`src/rtl/video_timing_gen.sv`:
```
`default_nettype none
//==============================================================================
// Module  : video_timing_gen
// Purpose : Programmable video timing and frame-buffer address generator.
//           Divides master_clock into phi2, runs pixel/line counters, produces
//           registered syncs, blanking and scrolled {row, column} addresses,
//           and accepts serial commands (scroll, raster line, irq control).
// Ports   : master_clock  pixel-rate clock, all logic on its falling edge
//           not_reset     asynchronous active-low reset
//           boot          low = boot mode (scrolls held at 0, visible = 0)
//           shift_clock   serial command clock (asynchronous)
//           shift_data    serial command data (asynchronous)
//           shift_latch   rising edge executes the assembled command
//           phi2          master_clock / 2
//           hsync, vsync  active-low syncs
//           visible       high inside the active area
//           video_addr    {row, column} frame-buffer address
//           line          current line counter
//           irq_n         active-low interrupt request
// Revision: 1.0 - initial release
//==============================================================================
module video_timing_gen #(
  parameter int H_VISIBLE    = 320,
  parameter int H_SYNC_START = 328,
  parameter int H_SYNC_END   = 376,
  parameter int H_TOTAL      = 400,
  parameter int V_VISIBLE    = 480,
  parameter int V_SYNC_START = 490,
  parameter int V_SYNC_END   = 492,
  parameter int V_TOTAL      = 525,
  parameter int COL_W        = 9,
  parameter int ADDR_W       = 19,
  parameter int SCROLL_W     = 8
) (
  input  logic              master_clock,
  input  logic              not_reset,
  input  logic              boot,
  input  logic              shift_clock,
  input  logic              shift_data,
  input  logic              shift_latch,
  output logic              phi2,
  output logic              hsync,
  output logic              vsync,
  output logic              visible,
  output logic [ADDR_W-1:0] video_addr,
  output logic [9:0]        line,
  output logic              irq_n
);

  localparam int c_row_w = ADDR_W - COL_W;
  localparam int c_pix_w = (H_TOTAL > 1) ? $clog2(H_TOTAL) : 1;

  localparam logic [c_pix_w-1:0] c_pix_last = c_pix_w'(H_TOTAL - 1);
  localparam logic [c_pix_w-1:0] c_h_vis    = c_pix_w'(H_VISIBLE);
  localparam logic [c_pix_w-1:0] c_hs_start = c_pix_w'(H_SYNC_START);
  localparam logic [c_pix_w-1:0] c_hs_end   = c_pix_w'(H_SYNC_END);
  localparam logic [9:0]         c_lin_last = 10'(V_TOTAL - 1);
  localparam logic [9:0]         c_v_vis    = 10'(V_VISIBLE);
  localparam logic [9:0]         c_vs_start = 10'(V_SYNC_START);
  localparam logic [9:0]         c_vs_end   = 10'(V_SYNC_END);

  localparam logic [1:0] c_op_vscroll = 2'b00;
  localparam logic [1:0] c_op_hscroll = 2'b01;
  localparam logic [1:0] c_op_raster  = 2'b10;
  localparam logic [1:0] c_op_control = 2'b11;

  // Counters
  logic               phase_q;
  logic [c_pix_w-1:0] pixel_q, pixel_d;
  logic [9:0]         line_q, line_d;

  // Serial port: [0],[1] synchroniser stages, [2] previous value for edge detect
  logic [2:0]  sclk_q;
  logic [1:0]  sdat_q;
  logic [2:0]  slat_q;
  logic [11:0] shift_q, shift_d;

  // Command-controlled state
  logic [SCROLL_W-1:0] vscroll_q, vscroll_d;
  logic [SCROLL_W-1:0] hscroll_q, hscroll_d;
  logic [9:0]          raster_q, raster_d;
  logic                vs_en_q, vs_en_d, rs_en_q, rs_en_d;
  logic                vs_pend_q, vs_pend_d, rs_pend_q, rs_pend_d;

  // Registered outputs
  logic              hsync_q, hsync_d;
  logic              vsync_q, vsync_d;
  logic              visible_q, visible_d;
  logic [ADDR_W-1:0] addr_q, addr_d;
  logic              irq_n_q, irq_n_d;

  logic               w_tick, w_new_line, w_exec, w_ack;
  logic [1:0]         w_op;
  logic [9:0]         w_val;
  logic [COL_W-1:0]   w_col;
  logic [c_row_w-1:0] w_row;

  // A pixel tick is the clock on which phase is low, i.e. phi2 is about to rise.
  assign w_tick     = ~phase_q;
  assign w_new_line = w_tick && (pixel_q == c_pix_last);

  assign w_op   = shift_q[11:10];
  assign w_val  = shift_q[9:0];
  assign w_exec = slat_q[1] & ~slat_q[2];

  always_comb begin
    pixel_d = pixel_q;
    line_d  = line_q;
    if (w_tick) begin
      if (pixel_q == c_pix_last) begin
        pixel_d = '0;
        line_d  = (line_q == c_lin_last) ? 10'd0 : line_q + 10'd1;
      end else begin
        pixel_d = pixel_q + 1'b1;
      end
    end
  end

  always_comb begin
    shift_d   = shift_q;
    vscroll_d = vscroll_q;
    hscroll_d = hscroll_q;
    raster_d  = raster_q;
    vs_en_d   = vs_en_q;
    rs_en_d   = rs_en_q;
    w_ack     = 1'b0;

    if (sclk_q[1] && !sclk_q[2]) begin
      shift_d = {shift_q[10:0], sdat_q[1]};
    end

    if (w_exec) begin
      case (w_op)
        c_op_vscroll: vscroll_d = w_val[SCROLL_W-1:0];
        c_op_hscroll: hscroll_d = w_val[SCROLL_W-1:0];
        c_op_raster:  raster_d  = w_val;
        c_op_control: begin
          vs_en_d = w_val[0];
          rs_en_d = w_val[1];
          w_ack   = w_val[2];
        end
        default: ;
      endcase
    end

    // Boot mode overrides any scroll write on the same clock.
    if (!boot) begin
      vscroll_d = '0;
      hscroll_d = '0;
    end
  end

  // Events are decoded from the next counter state so irq_n moves on the same
  // edge as the counter; a new event beats a simultaneous acknowledge.
  always_comb begin
    vs_pend_d = (w_new_line && (line_d == c_vs_start) && vs_en_q) ||
                (vs_pend_q && !w_ack);
    rs_pend_d = (w_new_line && (line_d == raster_q) && rs_en_q) ||
                (rs_pend_q && !w_ack);
    irq_n_d   = ~(vs_pend_d | rs_pend_d);
  end

  // Outputs describe the next counter state so they share its edge exactly.
  always_comb begin
    hsync_d   = ~((pixel_d >= c_hs_start) && (pixel_d < c_hs_end));
    vsync_d   = ~((line_d >= c_vs_start) && (line_d < c_vs_end));
    visible_d = boot && (pixel_d < c_h_vis) && (line_d < c_v_vis);
    w_col     = COL_W'(pixel_d) + COL_W'(hscroll_q);
    w_row     = c_row_w'(line_d) + c_row_w'({vscroll_q, 1'b0});
    addr_d    = {w_row, w_col};
  end

  always_ff @(negedge master_clock or negedge not_reset) begin
    if (!not_reset) begin
      phase_q   <= 1'b0;
      pixel_q   <= '0;
      line_q    <= '0;
      sclk_q    <= '0;
      sdat_q    <= '0;
      slat_q    <= '0;
      shift_q   <= '0;
      vscroll_q <= '0;
      hscroll_q <= '0;
      raster_q  <= '0;
      vs_en_q   <= 1'b0;
      rs_en_q   <= 1'b0;
      vs_pend_q <= 1'b0;
      rs_pend_q <= 1'b0;
      hsync_q   <= 1'b1;
      vsync_q   <= 1'b1;
      visible_q <= 1'b0;
      addr_q    <= '0;
      irq_n_q   <= 1'b1;
    end else begin
      phase_q   <= ~phase_q;
      pixel_q   <= pixel_d;
      line_q    <= line_d;
      sclk_q    <= {sclk_q[1:0], shift_clock};
      sdat_q    <= {sdat_q[0], shift_data};
      slat_q    <= {slat_q[1:0], shift_latch};
      shift_q   <= shift_d;
      vscroll_q <= vscroll_d;
      hscroll_q <= hscroll_d;
      raster_q  <= raster_d;
      vs_en_q   <= vs_en_d;
      rs_en_q   <= rs_en_d;
      vs_pend_q <= vs_pend_d;
      rs_pend_q <= rs_pend_d;
      hsync_q   <= hsync_d;
      vsync_q   <= vsync_d;
      visible_q <= visible_d;
      addr_q    <= addr_d;
      irq_n_q   <= irq_n_d;
    end
  end

  assign phi2       = phase_q;
  assign hsync      = hsync_q;
  assign vsync      = vsync_q;
  assign visible    = visible_q;
  assign video_addr = addr_q;
  assign line       = line_q;
  assign irq_n      = irq_n_q;

endmodule
`default_nettype wire

```
`config.mk`:
```
export PLATFORM = sky130hd
export DESIGN_NAME = video_timing_gen
export DESIGN_NICKNAME = d
export VERILOG_FILES = /design/src/rtl/video_timing_gen.sv
export SDC_FILE = /design/constraint.sdc
export NUM_CORES = 1
export LEC_CHECK = 0
export CAP_MARGIN = 20
export CORE_MARGIN = 4
export CORE_UTILIZATION = 45
export CTS_BUF_LIST = sky130_fd_sc_hd__clkbuf_4 sky130_fd_sc_hd__clkbuf_8
export CTS_CLUSTER_SIZE = 25
export DETAILED_ROUTE_END_ITERATION = 8
export GPL_TIMING_DRIVEN = 1
export PLACE_DENSITY_LB_ADDON = 0.3
export SLEW_MARGIN = 30
export SYNTH_ARGS = -nofsm -noshare
export SYNTH_HDL_FRONTEND = slang
export SYNTH_SLANG_ARGS = --single-unit
```
`constraint.sdc`:
```
create_clock -name master_clock -period 4.7 [get_ports master_clock]
set_clock_uncertainty 0.2 [all_clocks]
set_input_delay 0.94 -clock master_clock [delete_from_list [all_inputs] [get_ports master_clock]]
set_output_delay 0.94 -clock master_clock [all_outputs]
set_load 0.005 [all_outputs]
```
==> After elaboration in Yosys (flattened, before gate mapping) <==
Cells that the tools add are included.
{ "totals": {"inputBits": 6, "wordCells": 80, "reg_bits": 93, "output_inout_bits": 34} }
{ "classes": {"n_eq_ne": 10, "mux": 13, "bitwise_logic": 7, "n_addsub": 4, "n_lt_le_gt_ge": 6, "n_reduce_logical": 21} }
{ "op_table": {"columns": ["op", "count"], "rows": [
  ["2-to-1 mux 8 bit", 6],
  ["2-to-1 mux 10 bit", 3],
  ["less-than comparator 10 x 9 -> 1 bit (second input constant)", 2],
  ["less-than comparator 9 bit (second input constant)", 2],
  ["2-to-1 mux 9 bit", 2],
  ["logical AND 1 bit", 12],
  ["adder 10 x 1 -> 10 bit (second input constant)", 1],
  ["adder 10 x 9 -> 10 bit", 1],
  ["equality test 10 bit", 1],
  ["equality test 10 bit (second input constant)", 1],
  ["equality test 10 x 9 -> 1 bit (second input constant)", 1],
  ["greater-or-equal comparator 10 x 9 -> 1 bit (second input constant)", 1],
  ["adder 9 x 1 -> 9 bit (second input constant)", 1],
  ["adder 9 x 8 -> 9 bit", 1],
  ["equality test 9 bit (second input constant)", 1],
  ["greater-or-equal comparator 9 bit (second input constant)", 1],
  ["AND reduction 2 bit", 4],
  ["inequality test 2 x 1 -> 1 bit (second input constant)", 3],
  ["NOT 1 bit", 5],
  ["equality test 2 bit (second input constant)", 2],
  ["equality test 2 x 1 -> 1 bit (second input constant)", 1],
  ["zero test 1 bit", 2],
  ["zero test 2 bit", 1],
  ["logical OR 1 bit", 2],
  ["other kinds (3)", 4]
]} }

==> Depth between registers and ports, before layout <==
{ "logic_depth": {"ltp_word": 10, "mapped_depth": 18, "mapped_depth_nobuf": 16} }

==> key figures <==
Synth
  – Mapped Area: 4689 µm²
  – Ys async rst share: 100.0%
  – Synthesized Nets: 471
  – Top FF cell, synth: dfrtn_1
  – Avg Inst Size Synth: 10.56 µm²
  – Sequential fraction of the synthesis area: 49.17%
  – Synthesized flop and latch total: 92
  – Post-synth EDFFs: 0
  – YS warnings: 0
  – Synth Instances: 444
  – Netlist cell types: 61

CTS
  – CTS tree: yes
  – Clk root buf: clkbuf_8
  – Worst-path clk slew: 60 ps
  – Clock Latency Late Sink: 340 ps
  – Clock Path Buffers: 2
  – H-tree Lvls: 3
  – CTS Buf Count: 9
  – CTS Sinks: 92

Route
  – Routed Wire Length: 10490 µm
  – DR iter-0 viols: 109
  – Ratio of routed vias to standard cells: 5.420
  – Antenna-violating nets left: 0
  – First drt pass iteration count: 4
  – Drt wl/cell: 16.49 µm
  – Post-detailed-route DRC marker count: 0
  – Vias: 3447

Floorplan
  – Die W: 110.1 µm
  – CORE AREA: 10230 µm²
  – Die H: 110.1 µm
  – Starting Density: 45.84%
  – Io pins: 40
  – Die area: 12120 µm²
  – Standard-cell rows: 37

Power and ir drop
  – Pwr Total: 1.941 mW
  – LEAKAGE: 2.553 nW
  – VDD IR max: 0.1697 mV
  – Pwr/cell area: 354.4 nW/µm²

Place
  – Placer Congestion: 0.8719
  – Port bufs: 39
  – Dpl hpwl: 7724 µm

Global routing
  – Largest net degree at the start of global routing: 34
  – Total track usage: 19.01%
  – Global route total overflow: 0
  – Vias in the first global route: 3463
  – Antenna violations before repair: 0
  – Global-route wire length before repair: 17550 µm

Final layout
  – Fraction of layout instances using a drive strength above 1: 14.60%
  – Sequential Area: 2306 µm²
  – Fillers: 905
  – Area of the multi-input gates: 2176 µm²
  – Final #Nets: 523
  – Number of diodes: 0
  – Synth-to-Final Area Change: 16.78%

Setup path
  – Slowest CP cell: dfstp_2
  – Critical Path AT: 3470 ps
  – WS Path Type: register to primary output
  – Crit path buffers/inverters: 1
  – Critical Path RT: 3560 ps
  – Crit-path cells: dlygate4sd2_1
  – Critical Path Sink Type: primary output
  – Startpoint types: register
  – Cell family contributing the most delay on the critical path: flip-flops
  – Slowest stage delay, CP: 500 ps
  – Worst Path Max Fanout: 1

Flow run
  – Max-Cap Viols: 0

Timing
  – Slew HR: 39.89%
  – Fin. Hold Viols: 0
  – Worst-margin pin slew: 898.4 ps
  – Final slew viol count: 0
  – Final setup fails: 0
  – RSZ-0062 raised after global routing: no
  – Final setup TNS: 0 ps
  – Worst slack on hold paths: 100.1 ps

Run status
  – Outcome: completed

Min path
  – Worst hold path type: register to register
## cell type report
cell class | count | area share (%)
clock buffers | 12 | 2.902
flip-flops and latches | 92 | 42.11
multi-input cells | 308 | 39.73
clock inverters | 6 | 1.005
well taps | 136 | 3.107
inverters | 22 | 1.508
repair buffers | 60 | 9.641
## layer usage
| layer | wire length [µm] | vias to the layer above | share of wire (%) | global-route usage, % |
|---|---|---|---|---|
| li1 | - | 1655 | - | - |
| met1 | 4893 | 1728 | 47 | 26.14 |
| met2 | 5101 | 48 | 49 | 30.55 |
| met3 | 280 | 16 | 2.7 | 2.446 |
| met4 | 212 | 0 | 2.0 | 7.569 |
| met5 | 0 | - | 0 | 0 |
## repair_timing
action,4_1_cts,5_1_grt
hold buffers,0,0
resized for setup,34,0
setup buffers,6,0
setup endpoints to repair,34,0
## per-stage QoR
step | utilization [%] | cell area [µm²] | cells | setup WS (ps)
final | 53.53 | 5477 | 636 | 94.09
after global routing | 53.53 | 5477 | 636 | 36.82
after CTS | 53.50 | 5474 | 636 | 83.34
after detailed placement | 51.42 | 5261 | 613 | 191.9
after global placement | 51.42 | 5261 | 613 | 220.6
after floorplan | - | 4690 | 444 | 609.8
## where the power goes
group          switching (mW)  leakage [nW]  internal (mW)  total [mW]
registers               0.142          1.19          0.924        1.07
logic                   0.136          1.25          0.169       0.304
clock network           0.288         0.122          0.283       0.571
total                   0.565          2.55           1.38        1.94
## placed cells by master, fill, tap and decap left out, drive strengths merged, types with 6 or more instances in the layout
master,netlist,final
xnor2,18,18
a21oi,21,21
inv,23,26
o21ai,19,19
dfrtn,89,89
nor2,15,15
ha,19,19
a21boi,17,17
dlygate4sd2,0,34
clkbuf,10,12
nor3,9,9
buf,11,22
mux2,25,25
and3,8,8
nand4,6,6
nand3,14,14
nand2,57,57
xor2,13,13
## registers in the layout, summed over array words and instances, names as in the netlist, 2 cells and up
signal / flops
hscroll_q: 8
sclk_q: 3
video_addr: 19
vscroll_q: 8
slat_q: 3
pixel_q: 9
shift_q: 12
sdat_q: 2
line: 9
raster_q: 10
## cell usage after synthesis, drive strengths merged (2+ instances only)
| cell | n | area (µm²) |
|---|---|---|
| o221ai | 2 | 17.52 |
| ha | 19 | 237.7 |
| nand4b | 2 | 17.52 |
| nor2 | 15 | 56.30 |
| a21boi | 17 | 127.6 |
| a41oi | 2 | 17.52 |
| and4 | 4 | 35.03 |
| nand3 | 14 | 75.07 |
| xnor2 | 18 | 157.7 |
| xor2 | 13 | 113.9 |
| inv | 23 | 86.33 |
| or3 | 5 | 31.28 |
| o2111ai | 2 | 17.52 |
| a21oi | 21 | 108.9 |
| mux2 | 25 | 281.5 |
| and3 | 8 | 51.30 |
| and2 | 2 | 12.51 |
| o31ai | 3 | 22.52 |
| dfstp | 3 | 78.83 |
| dfrtn | 89 | 2227 |
| a22oi | 2 | 15.01 |
| nand2 | 57 | 214.0 |
| a31oi | 2 | 12.51 |
| o21ai | 19 | 98.85 |
| nor3 | 9 | 45.04 |
| nand4 | 6 | 37.54 |
| nor2b | 5 | 31.28 |
| fa | 2 | 40.04 |
| a21o | 5 | 37.54 |
| nor3b | 2 | 15.01 |
| mux2i | 2 | 20.02 |
| or4b | 2 | 23.77 |
| buf | 11 | 86.32 |
| o21bai | 4 | 30.03 |
| clkbuf | 10 | 37.54 |
| nand2b | 2 | 12.51 |
## path summary, 6_finish.rpt
path	slack (ps)	depth (start not counted)	endpoint	startpoint
max in group asynchronous	1180	2	shift_q[2]	not_reset
hold reg to reg	100	0	slat_q[1]	slat_q[0]
setup / recovery	90	1	vsync	vsync
min in group asynchronous	2570	1	pixel_q[8]	not_reset
hold / removal	100	0	slat_q[1]	slat_q[0]
setup reg to reg	620	18	video_addr[18]	video_addr[9]
## kinds of logic (layout without fill, tap and decap cells)
logic type | Yosys count | after routing | synth area share (%)
buffers and inverters | 44 | 100 | 4.482
AND/OR/NAND/NOR | 140 | 140 | 15.34
AO/OA/AOI/OAI | 88 | 88 | 12.38
XOR/XNOR | 32 | 32 | 6.270
flip-flops | 92 | 92 | 49.17
multiplexers | 27 | 27 | 6.430
adder cells (fa/ha/maj) | 21 | 21 | 5.923
Note: power is estimated with default switching activity, not from simulation.
